===== src/rtl/multicycle_control_unit.sv =====
`default_nettype none
// +--------------------------------------------------------------------------+
// | multicycle_control_unit: FETCH/DECODE/EXEC/WB sequencer for the          |
// | multi-cycle datapath. Optional macro: CU_ILLEGAL_TRAP_EN (trap on bad op)|
// | Revision: 1.0                                                            |
// +--------------------------------------------------------------------------+
module multicycle_control_unit #(
  parameter int OPCODE_W = 6,
  parameter int ALUOP_W  = 2,
  parameter int CNT_W    = 16
) (
  input  logic                clk,
  input  logic                rst,
  input  logic [OPCODE_W-1:0] opcode,
  output logic                imem_req,
  input  logic                imem_ack,
  output logic                IRWrite,
  output logic                PCWrite,
  output logic                RegDst,
  output logic                ALUSrc,
  output logic                RegWrite,
  output logic                Jump,
  output logic [ALUOP_W-1:0]  ALUOp,
  output logic                illegal,
  output logic [2:0]          state,
  output logic [CNT_W-1:0]    instr_count
);

  typedef enum logic [2:0] {
    S_RST    = 3'd0,
    S_FETCH  = 3'd1,
    S_DECODE = 3'd2,
    S_EXEC   = 3'd3,
    S_WB     = 3'd4,
    S_JUMP   = 3'd5,
    S_TRAP   = 3'd6
  } state_t;

  localparam logic [OPCODE_W-1:0] c_OP_RTYPE = OPCODE_W'(6'b000000);
  localparam logic [OPCODE_W-1:0] c_OP_MOVI  = OPCODE_W'(6'b001010);
  localparam logic [OPCODE_W-1:0] c_OP_ADDI  = OPCODE_W'(6'b001000);
  localparam logic [OPCODE_W-1:0] c_OP_SUBI  = OPCODE_W'(6'b001001);
  localparam logic [OPCODE_W-1:0] c_OP_J     = OPCODE_W'(6'b000010);
  localparam logic [ALUOP_W-1:0]  c_ALUOP_R  = ALUOP_W'(2'b10);
  localparam logic [ALUOP_W-1:0]  c_ALUOP_I  = ALUOP_W'(2'b00);

  state_t              r_state;
  logic [OPCODE_W-1:0] r_op;
  logic                r_imem_req;
  logic                r_pcwrite;
  logic                r_regdst;
  logic                r_alusrc;
  logic                r_regwrite;
  logic                r_jump;
  logic [ALUOP_W-1:0]  r_aluop;
  logic [CNT_W-1:0]    r_cnt;

  state_t              w_next_state;
  logic [OPCODE_W-1:0] w_next_op;
  logic                w_is_rtype;
  logic                w_is_imm;
  logic                w_in_alu;

  // Outputs are registered from the next state, so they line up with the
  // state register exactly as a Moore decode of (state, op_q) would.
  always_comb begin
    w_next_op    = (r_state == S_DECODE) ? opcode : r_op;
    w_is_rtype   = (w_next_op == c_OP_RTYPE);
    w_is_imm     = (w_next_op == c_OP_MOVI) || (w_next_op == c_OP_ADDI) ||
                   (w_next_op == c_OP_SUBI);
    w_next_state = r_state;
    case (r_state)
      S_RST:    w_next_state = S_FETCH;
      S_FETCH:  if (imem_ack) w_next_state = S_DECODE;
      S_DECODE: begin
        if (w_is_rtype || w_is_imm)
          w_next_state = S_EXEC;
        else if (w_next_op == c_OP_J)
          w_next_state = S_JUMP;
        else
`ifdef CU_ILLEGAL_TRAP_EN
          w_next_state = S_TRAP;
`else
          w_next_state = S_WB;
`endif
      end
      S_EXEC:   w_next_state = S_WB;
      S_WB:     w_next_state = S_FETCH;
      S_JUMP:   w_next_state = S_FETCH;
      S_TRAP:   w_next_state = S_TRAP;
      default:  w_next_state = S_RST;
    endcase
    w_in_alu = (w_next_state == S_EXEC) || (w_next_state == S_WB);
  end

  always_ff @(posedge clk or posedge rst) begin
    if (rst) begin
      r_state    <= S_RST;
      r_op       <= '0;
      r_imem_req <= 1'b0;
      r_pcwrite  <= 1'b0;
      r_regdst   <= 1'b0;
      r_alusrc   <= 1'b0;
      r_regwrite <= 1'b0;
      r_jump     <= 1'b0;
      r_aluop    <= '0;
      r_cnt      <= '0;
    end else begin
      r_state    <= w_next_state;
      r_op       <= w_next_op;
      r_imem_req <= (w_next_state == S_FETCH);
      r_pcwrite  <= (w_next_state == S_WB) || (w_next_state == S_JUMP);
      r_regwrite <= (w_next_state == S_WB) && (w_is_rtype || w_is_imm);
      r_jump     <= (w_next_state == S_JUMP);
      r_regdst   <= w_in_alu && w_is_rtype;
      r_alusrc   <= w_in_alu && w_is_imm;
      r_aluop    <= (w_in_alu && w_is_rtype) ? c_ALUOP_R : c_ALUOP_I;
      r_cnt      <= r_cnt + CNT_W'(r_pcwrite);
    end
  end

`ifdef CU_ILLEGAL_TRAP_EN
  logic r_illegal;

  always_ff @(posedge clk or posedge rst) begin
    if (rst)
      r_illegal <= 1'b0;
    else
      r_illegal <= r_illegal || (w_next_state == S_TRAP);
  end

  assign illegal = r_illegal;
`else
  assign illegal = 1'b0;
`endif

  assign IRWrite     = (r_state == S_FETCH) && imem_ack;
  assign imem_req    = r_imem_req;
  assign PCWrite     = r_pcwrite;
  assign RegDst      = r_regdst;
  assign ALUSrc      = r_alusrc;
  assign RegWrite    = r_regwrite;
  assign Jump        = r_jump;
  assign ALUOp       = r_aluop;
  assign state       = r_state;
  assign instr_count = r_cnt;

endmodule
`default_nettype wire


===== config.mk =====
export PLATFORM = sky130hd
export DESIGN_NAME = multicycle_control_unit
export DESIGN_NICKNAME = d
export VERILOG_FILES = /design/src/rtl/multicycle_control_unit.sv
export SDC_FILE = /design/constraint.sdc
export NUM_CORES = 1
export LEC_CHECK = 0
export BUFFER_PORTS_ARGS = -buffer_cell sky130_fd_sc_hd__buf_4
export CAP_MARGIN = 25
export CORE_MARGIN = 3
export CORE_UTILIZATION = 30
export CTS_BUF_LIST = sky130_fd_sc_hd__clkbuf_8
export DETAILED_ROUTE_END_ITERATION = 12
export PLACE_DENSITY = 0.49
export SLEW_MARGIN = 10
export SYNTH_ARGS = -nofsm -noshare
export SYNTH_HDL_FRONTEND = slang
export SYNTH_SLANG_ARGS = --single-unit

===== constraint.sdc =====
create_clock -name clk -period 2.1 [get_ports clk]
set_input_delay 0.21 -clock clk [delete_from_list [all_inputs] [get_ports clk]]
set_output_delay 0.21 -clock clk [all_outputs]
set_load 0.01 [all_outputs]

==> flow_metrics.py, run 1 <==
metrics = {
    "outcome": {
        "outcome": "complete, no violations",
    },
    "cells_and_area": {
        "drive_gt1_share_pct": 29.3,
        "nets": 191,
        "antenna_cells": 0,
        "area_delta_synth_final_pct": 28.0,
    },
    "worst_setup_path": {
        "endpoint": "state[2]",
        "endpoint_kind": "flop",
        "startpoint": "state[1]",
        "cp.arrival_ns": 1.87,
        "cp-start-kind": "flop",
        "reg2regPathDepth": 4,
        "reg2reg_from": "state[1]",
        "crit_fanout": 9,
        "critPathRequiredTime_ns": 2.26,
        "path_class": "reg -> reg",
        "timing.rr.end": "state[2]",
        "reg2reg_setup_slack_ns": 0.40,
    },
    "floorplan": {
        "fp.dieH_um": 75.9,
        "start_util_pct": 32.3,
        "die_area_um2": 5760,
        "io_pins": 38,
        "coreArea_um2": 4530,
        "die_width_um": 75.9,
        "fp-row-count": 24,
    },
    "power": {
        "max-vdd-ir-drop_uv": 545,
        "total_leakage_power_uw": 0.000913,
        "p_per_area_nw_per_um2": 1080,
    },
    "timing": {
        "finalCritPeriodShare_pct": 81.2,
        "drv_slew": 0,
        "tns_ns": 0,
        "setup_violations": 0,
        "finalClockSkew_ns": 0.00467,
        "hold_viol_final": 0,
        "holdWs_ns": 0.0136,
        "rsz0062_at_grt": "no",
        "clock.fmax_ghz": 0.587,
        "layout_min_cycle_time_ns": 1.70,
    },
    "clock_tree": {
        "post_cts_buffers": 0,
        "cts_made_buffers": 5,
        "clockBufferDepth": 2,
        "clock_latency_ns": 0.27,
        "cts.repair.resized": 0,
        "cts.sinks": 31,
        "clkTransAtPathRegs_ns": 0.06,
        "clockRootBuffer": "clkbuf_8",
        "cts_tree": "yes",
        "ctsHoldBuffers": 0,
        "cts.htree.levels": 2,
    },
    "placed_design": {
        "hpwl_mm": 2.25,
        "gp_congestion": 0.776,
        "port_buffers": 35,
    },
    "yosys": {
        "yosys_warnings": 0,
        "ys_seq_elements": 31,
        "syn-cell-area_um2": 1470,
        "synth_largest_area_cell": "dfrtp_1",
        "ys_types": 37,
        "synth_area_leaders": "dfrtp_1 (53%), nand2_1 (7.2%), xnor2_1 (6.0%)",
        "avgSynthCellArea_um2": 10.5,
        "seq_area_frac_synth_pct": 52.9,
        "syn_inst": 139,
        "synth_top_area_share_pct": 52.9,
    },
    "worst_hold_path": {
        "worst_hold_path_type": "in -> async",
    },
    "flow_run": {
        "cap_violations": 0,
    },
    "detailed_routing": {
        "vias": 1088,
        "route.detailed.drc": 0,
        "routedWlPerCell_um": 12.2,
        "drt-vias-per-instance": 4.42,
        "postRouteAntennaNets": 0,
        "dr.pass1.iters": 2,
        "drt-initial-drc-count": 25,
        "wirelength_mm": 3.01,
    },
    "grt": {
        "grt_pass1_wl_mm": 5.11,
        "grt_pass1_vias": 1078,
        "grt_usage_pct": 12.1,
        "grt_max_degree": 32,
        "antenna_found_initial": 0,
        "gr-total-overflow": 0,
    },
}
[per-stage QoR]
stage / setup slack, ns / std cells / power, µW / utilization (%) / area, µm²
after floorplan: 0.288 / 140 / 1330 / - / 1470
after global placement: 0.445 / 238 / 1590 / 39.6 / 1790
after global routing: 0.293 / 246 / 2180 / 41.4 / 1880
after detailed placement: 0.391 / 238 / 1620 / 39.6 / 1790
after CTS: 0.386 / 246 / 2060 / 41.4 / 1880
final: 0.395 / 246 / 2020 / 41.4 / 1880
[power breakdown]
group          leakage (µW)  internal [µW]  switching, µW  total, µW
Clock             0.0000505            222            209        432
Combinational      0.000457            340            354        694
Sequential         0.000406            752            147        899
Total              0.000913           1310            710       2020
[worst min path at each step]
stage                     endpoint  slack, ns  cells after the start
floorplan                     Jump       0.28                      1
global placement    instr_count[4]       0.32                      3
detailed placement  instr_count[4]       0.33                      3
CTS                 instr_count[4]       0.02                      3
global route        instr_count[4]       0.04                      3
finish              instr_count[4]       0.01                      3
[synth_stat cells]
library cell   n
conb_1         1
a31oi_1        2
nor3b_2        1
o221ai_1       1
nor4_1         1
a211oi_1       1
nand4_1        6
and2_2         1
o2111ai_2      1
o211a_1        1
a2111oi_2      1
o21ai_1        1
xor2_1         4
nand3_1        7
or3b_1         1
dfrtp_1       31
clkbuf_1       1
and4_2         1
and3_1         2
a2111oi_4      1
or2b_1         1
ha_1           2
nor3_1         2
buf_6          2
or2_1          2
a21oi_1        2
nand2b_1       1
buf_4          3
a21o_1         1
xnor2_1       10
inv_1          4
or2_2          1
nand2_1       28
or2b_4         1
nor2b_1        3
and4_1         2
nor2_1         8
[cells in the final DEF (no fill, tap or decap), types with 2 or more instances in the layout]
master	n
buf_4	39
dfrtp_1	31
nand2_1	28
xnor2_1	10
nor2_1	8
nand3_1	7
inv_1	6
nand4_1	6
clkbuf_8	5
xor2_1	4
nor2b_1	3
or2_1	2
and4_1	2
a31oi_1	2
and3_1	2
nor3_1	2
a21oi_1	2
ha_1	2
conb_1	2
[layout make-up]
type | count | area, µm²
clock buffer | 5 | 68.8
clock inverter | 3 | 12.5
fill | 439 | 2660
inverter | 4 | 15.0
multi-input combinational | 99 | 629
sequential | 31 | 776
tap | 65 | 81.3
timing repair buffer | 39 | 293
[registers in the layout, indices dropped and copies added, names as in the netlist]
signal,count
ALUOp,1
ALUSrc,1
Jump,1
PCWrite,1
RegWrite,1
imem_req,1
instr_count,16
r_op,6
state,3
[layer usage]
| metal | global-route usage (%) | vias up | routed length [µm] |
|---|---|---|---|
| li1 | - | 548 | - |
| met1 | 15.2 | 509 | 1360 |
| met2 | 18.4 | 26 | 1420 |
| met3 | 4.62 | 5 | 181 |
| met4 | 5.24 | 0 | 48 |
| met5 | 0 | - | 0 |
[cell families after synthesis]
kind of cell,count (synthesis),synth area share (%)
xor gates and xnor gates,14,8.37
adders and majority gates,2,1.71
and+or+nand+nor,69,24.3
other,1,0.256
AOI/OAI and AO/OA,12,8.11
DFF,31,52.9
buffers and inverters,10,4.35
[critical path, stage by stage (launching register included)]
cell and delay (ns):
dfrtp_1 0.47, or3b_1 0.43, a2111oi_4 0.30, o2111ai_2 0.16, o211a_1 0.24
Note: power is estimated with default switching activity, not from simulation.
==> run 2, diff against run 1 <==
ABC_AREA = 1   (was not set)
PLACE_DENSITY = 0.51   (was 0.49)
clock period = 1.48 ns   (was 2.1 ns; I/O delays follow)
==> flow_metrics.py, run 2 <==
metrics = {
    "clock_tree": {
        "cts.htree.levels": 2,
        "clock_latency_ns": 0.28,
        "cts_tree": "yes",
        "cts_made_buffers": 5,
        "clockBufferDepth": 2,
        "clockRootBuffer": "clkbuf_8",
        "cts.sinks": 31,
        "clkTransAtPathRegs_ns": 0.07,
    },
    "yosys": {
        "synth-edff-count": 0,
        "synth_top_area_share_pct": 55.1,
        "yosys_warnings": 0,
        "synth_most_common_cell": "dfrtp_1",
        "avgSynthCellArea_um2": 9.78,
        "async_reset_ff_share_pct": 100,
        "ys_seq_elements": 31,
        "synth_common_cells": "dfrtp_1 (31), nand2_1 (28), nand3_1 (16)",
        "synth_ff_type": "dfrtp_1",
        "syn_inst": 144,
        "ys_types": 21,
        "synth_largest_area_cell": "dfrtp_1",
        "synth_area_leaders": "dfrtp_1 (55%), nand2_1 (7.5%), nand3_1 (5.7%)",
        "seq_area_frac_synth_pct": 55.1,
        "syn-cell-area_um2": 1410,
    },
    "grt": {
        "grt_usage_pct": 13.2,
        "gr-total-overflow": 0,
        "antenna_found_initial": 0,
        "grt_pass1_wl_mm": 5.60,
        "grt_pass1_vias": 1285,
        "grt_max_degree": 32,
    },
    "power": {
        "totalPowerFinal_uw": 4350,
        "max-vdd-ir-drop_uv": 921,
        "p_per_area_nw_per_um2": 1780,
        "total_leakage_power_uw": 0.00121,
    },
    "worst_setup_path": {
        "path_cells": "nor2_4, buf_4, buf_6, nand3_4, nand2_4, nand2_4, nand3_4, nand2_2, nand2_2, nand2_4, buf_4, nor3b_2",
        "critPathRequiredTime_ns": 1.68,
        "crit_top_cell": "nand2_4",
        "reg2reg_from": "state[0]",
        "slowest_stage": "dfrtp_2",
        "reg2reg_setup_slack_ns": -0.29,
        "crit_fanout": 4,
        "crit_buf_inv": 3,
        "slowest_delay_ns": 0.45,
        "path_class": "reg -> reg",
        "cp.arrival_ns": 1.97,
        "cp-start-kind": "flop",
        "reg2regPathDepth": 12,
        "cpLargestDelayFamily": "simple AND/OR/NAND/NOR gates",
        "endpoint_kind": "flop",
        "timing.rr.end": "RegWrite",
    },
    "timing": {
        "holdWs_ns": 0.154,
        "setup_violations": 16,
        "hold_viol_final": 0,
        "clock.fmax_ghz": 0.566,
        "finalCritPeriodShare_pct": 119,
        "rsz0062_at_grt": "yes",
        "finalClockSkew_ns": 0.00477,
        "drv_slew": 0,
        "layout_min_cycle_time_ns": 1.77,
        "setup_ws_ns": -0.287,
        "tns_ns": -2.51,
    },
    "floorplan": {
        "io_pins": 38,
        "coreArea_um2": 4440,
        "start_util_pct": 31.7,
        "die_width_um": 74.5,
        "die_area_um2": 5550,
        "fp.dieH_um": 74.5,
        "fp-row-count": 24,
    },
    "outcome": {
        "violations": "negative setup slack",
        "outcome": "complete, but fails checks",
    },
    "detailed_routing": {
        "drt-vias-per-instance": 4.54,
        "wirelength_mm": 3.73,
        "routedWlPerCell_um": 13.3,
        "postRouteAntennaNets": 0,
        "drt-initial-drc-count": 34,
        "vias": 1270,
        "route.detailed.drc": 0,
        "dr.pass1.iters": 4,
    },
    "placed_design": {
        "hpwl_mm": 2.30,
        "gp_congestion": 0.837,
        "port_buffers": 35,
        "postPlaceCellArea_um2": 1950,
    },
    "worst_hold_path": {
        "min_from": "opcode[1]",
        "worst_hold_path_type": "in -> reg",
        "min_to": "r_op[1]",
        "min_path_cells": 3,
    },
    "cells_and_area": {
        "final_cell_area_um2": 2440,
        "ff_latch_area_um2": 779,
        "fin_util_pct": 54.9,
        "antenna_cells": 0,
        "mostFrequentLayoutCells": "buf_4 (71), dfrtp_1 (28), nand2_1 (15)",
        "multiInputGateArea_um2": 807,
        "final_common_cell": "buf_4",
        "nets": 238,
        "n_fill_cell": 410,
        "area_delta_synth_final_pct": 73.2,
        "drive_gt1_share_pct": 61.0,
        "largest_register_ffs": 16,
    },
    "flow_run": {
        "cap_violations": 0,
    },
}
[run 2: cell type report]
cell class              count  area share, %
clock buffers               7           3.95
clock inverters             1          0.308
inverters                  15           2.31
multi-input cells          96           33.1
flip-flops and latches     31           31.9
well taps                  52           2.67
repair buffers             78           25.7
[run 2: how the worst max path moves through the flow]
| stage | depth (start not counted) | slack (ns) | end | start |
|---|---|---|---|---|
| floorplan | 10 | -0.19 | instr_count[14] | instr_count[0] |
| global placement | 10 | -0.26 | RegWrite | state[2] |
| detailed placement | 10 | -0.28 | instr_count[14] | PCWrite |
| CTS | 13 | -0.23 | ALUOp[1] | state[0] |
| global route | 13 | -0.37 | ALUOp[1] | state[0] |
| finish | 12 | -0.29 | RegWrite | state[0] |
[run 2: worst reg2reg max path, stage by stage, from the launching register on]
cell	delay, ns
dfrtp_2	0.45
nor2_4	0.15
buf_4	0.13
buf_6	0.11
nand3_4	0.09
nand2_4	0.10
nand2_4	0.06
nand3_4	0.11
nand2_2	0.06
nand2_2	0.08
nand2_4	0.06
buf_4	0.14
nor3b_2	0.16
[run 2: logic make-up after synthesis]
family          Yosys count  synth area share (%)
compound gates            2                 0.888
xor+xnor                 14                  8.70
fa+ha+maj                 2                  1.78
buf+inv                  19                  6.39
flops                    31                  55.1
other cells               1                 0.266
simple gates             75                  26.9
[run 2: through the flow]
step	cells	setup WS, ns
after floorplan	145	-0.187
after global placement	251	-0.260
after detailed placement	251	-0.275
after CTS	271	-0.228
after global routing	280	-0.375
final	280	-0.287
[run 2: metal layers]
layer	vias up	wire [µm]	global-route usage [%]
met5	-	0	0
met4	0	54	2.96
met3	7	182	5.00
met2	35	2060	23.0
met1	619	1440	15.5
li1	609	-	-
[run 2: report_power, final]
group          switching (µW)  internal, µW
combinational            1150          1160
sequential                200          1090
clock                     332           423
[run 2: what timing repair did]
action | CTS | global route
hold buffers | 1 | 0
buffers inserted | 11 | 11
pin swaps | 16 | 15
hold endpoints to repair | 31 | 0
setup endpoints to repair | 14 | 16
resized for setup | 18 | 30
cloned | 1 | 0
==> run 3, diff against run 2 <==
ABC_AREA = 0   (was 1)
GPL_TIMING_DRIVEN = 0   (was not set)
==> flow_metrics.py, run 3 (synthesis gave the netlist of run 1 again) <==
metrics = {
    "outcome": {
        "outcome": "complete, but fails checks",
        "violations": "negative setup slack",
    },
    "floorplan": {
        "die_area_um2": 5760,
        "coreArea_um2": 4530,
        "die_width_um": 75.9,
        "fp-row-count": 24,
        "io_pins": 38,
        "fp.dieH_um": 75.9,
        "start_util_pct": 32.3,
    },
    "cells_and_area": {
        "fin_cells": 258,
        "largest_register_ffs": 16,
        "drive_gt1_share_pct": 42.0,
        "antenna_cells": 0,
        "nets": 203,
        "final_common_cell": "buf_4",
        "mostFrequentLayoutCells": "buf_4 (47), dfrtp_1 (28), nand2_1 (28)",
        "area_delta_synth_final_pct": 42.5,
    },
    "grt": {
        "grt_usage_pct": 12.8,
        "grt_pass1_wl_mm": 5.40,
        "antenna_found_initial": 0,
        "gr-total-overflow": 0,
        "grt_max_degree": 17,
        "grt_pass1_vias": 1133,
    },
    "placed_design": {
        "port_buffers": 35,
        "hpwl_mm": 2.41,
        "dp_cells": 241,
        "gp_congestion": 0.748,
        "dp_slack_ns": -0.355,
    },
    "clock_tree": {
        "cts.htree.levels": 2,
        "clkTransAtPathRegs_ns": 0.07,
        "clockRootBuffer": "clkbuf_8",
        "clockBufferDepth": 2,
        "clock_latency_ns": 0.28,
        "cts.sinks": 31,
        "cts_made_buffers": 5,
        "cts_tree": "yes",
    },
    "flow_run": {
        "cap_violations": 0,
    },
    "timing": {
        "relSlewSlack_pct": 53.0,
        "layout_min_cycle_time_ns": 1.75,
        "hold_viol_final": 0,
        "worst_pin_slew_ns": 0.704,
        "finalCritPeriodShare_pct": 118,
        "drv_slew": 0,
        "setup_ws_ns": -0.266,
        "rsz0062_at_grt": "yes",
        "clock.fmax_ghz": 0.573,
        "setup_violations": 7,
        "finalClockSkew_ns": 0.00624,
    },
    "detailed_routing": {
        "dr.pass1.iters": 6,
        "routedWlPerCell_um": 12.9,
        "drt-initial-drc-count": 71,
        "postRouteAntennaNets": 0,
        "wirelength_mm": 3.32,
        "route.detailed.drc": 0,
        "vias": 1206,
        "drt-vias-per-instance": 4.67,
    },
    "power": {
        "p_per_area_nw_per_um2": 1560,
        "total_leakage_power_uw": 0.000993,
        "max-vdd-ir-drop_uv": 655,
    },
    "worst_setup_path": {
        "endpoint_kind": "flop",
        "crit_fanout": 3,
        "critPathRequiredTime_ns": 1.68,
        "cp-start-kind": "flop",
        "cp.arrival_ns": 1.95,
        "path_class": "reg -> reg",
    },
    "worst_hold_path": {
        "worst_hold_path_type": "in -> reg",
    },
}
-- run 3: power by group --
part	leakage [µW]	internal (µW)	switching (µW)
Combinational	0.000535	648	592
Clock	0.0000557	417	306
Sequential	0.000402	1080	210
-- run 3: layout make-up --
class | instances | area [µm²]
multi-input cells | 99 | 697
repair buffers | 47 | 379
well taps | 65 | 81.3
clock inverters | 1 | 3.75
fillers | 424 | 2450
flip-flops and latches | 31 | 779
clock buffers | 7 | 96.3
inverters | 4 | 15.0
plain buffers | 4 | 36.3
-- run 3: what timing repair did --
item / in CTS / in global routing
setup buffers: 4 / 6
setup endpoints to repair: 8 / 15
pin swaps: 2 / 8
hold buffers: 1 / 0
hold endpoints to repair: 8 / 0
resized for setup: 9 / 14
-- run 3: worst paths after layout --
kind	start	end	slack, ns	depth (start not counted)
hold reg to reg	r_op[4]	r_op[4]	0.47	2
setup reg to reg	state[0]	state[1]	-0.27	5
max in group asynchronous	rst	instr_count[15]	0.41	4
hold / removal	opcode[2]	r_op[2]	0.06	3
setup / recovery	state[0]	state[1]	-0.27	5
min in group asynchronous	rst	instr_count[2]	0.55	3
-- run 3: stage by stage --
stage	hold slack (ns)	power [µW]	instance area [µm²]	TNS [ns]	util, %
after floorplan	0.220	1880	1470	-0.610	-
after global placement	0.346	2260	1810	-1.13	40.0
after detailed placement	0.304	2300	1840	-1.22	40.6
after CTS	0.0478	3150	2010	-1.44	44.4
after global routing	0.0558	3470	2090	-1.86	46.1
final	0.0645	3250	2090	-1.34	46.1
-- run 3: critical path, cell delays in order, from the launching register on --
cell	delay (ns)
dfrtp_2	0.43
or3b_4	0.43
a2111oi_4	0.32
o2111ai_2	0.20
buf_4	0.18
o21ai_2	0.11
-- run 3: metal layers --
layer	track usage (%)	routed length (µm)	up-vias
met4	6.41	96	0
met3	4.22	211	10
met2	19.7	1590	42
met5	0	0	-
li1	-	-	574
met1	15.9	1420	580
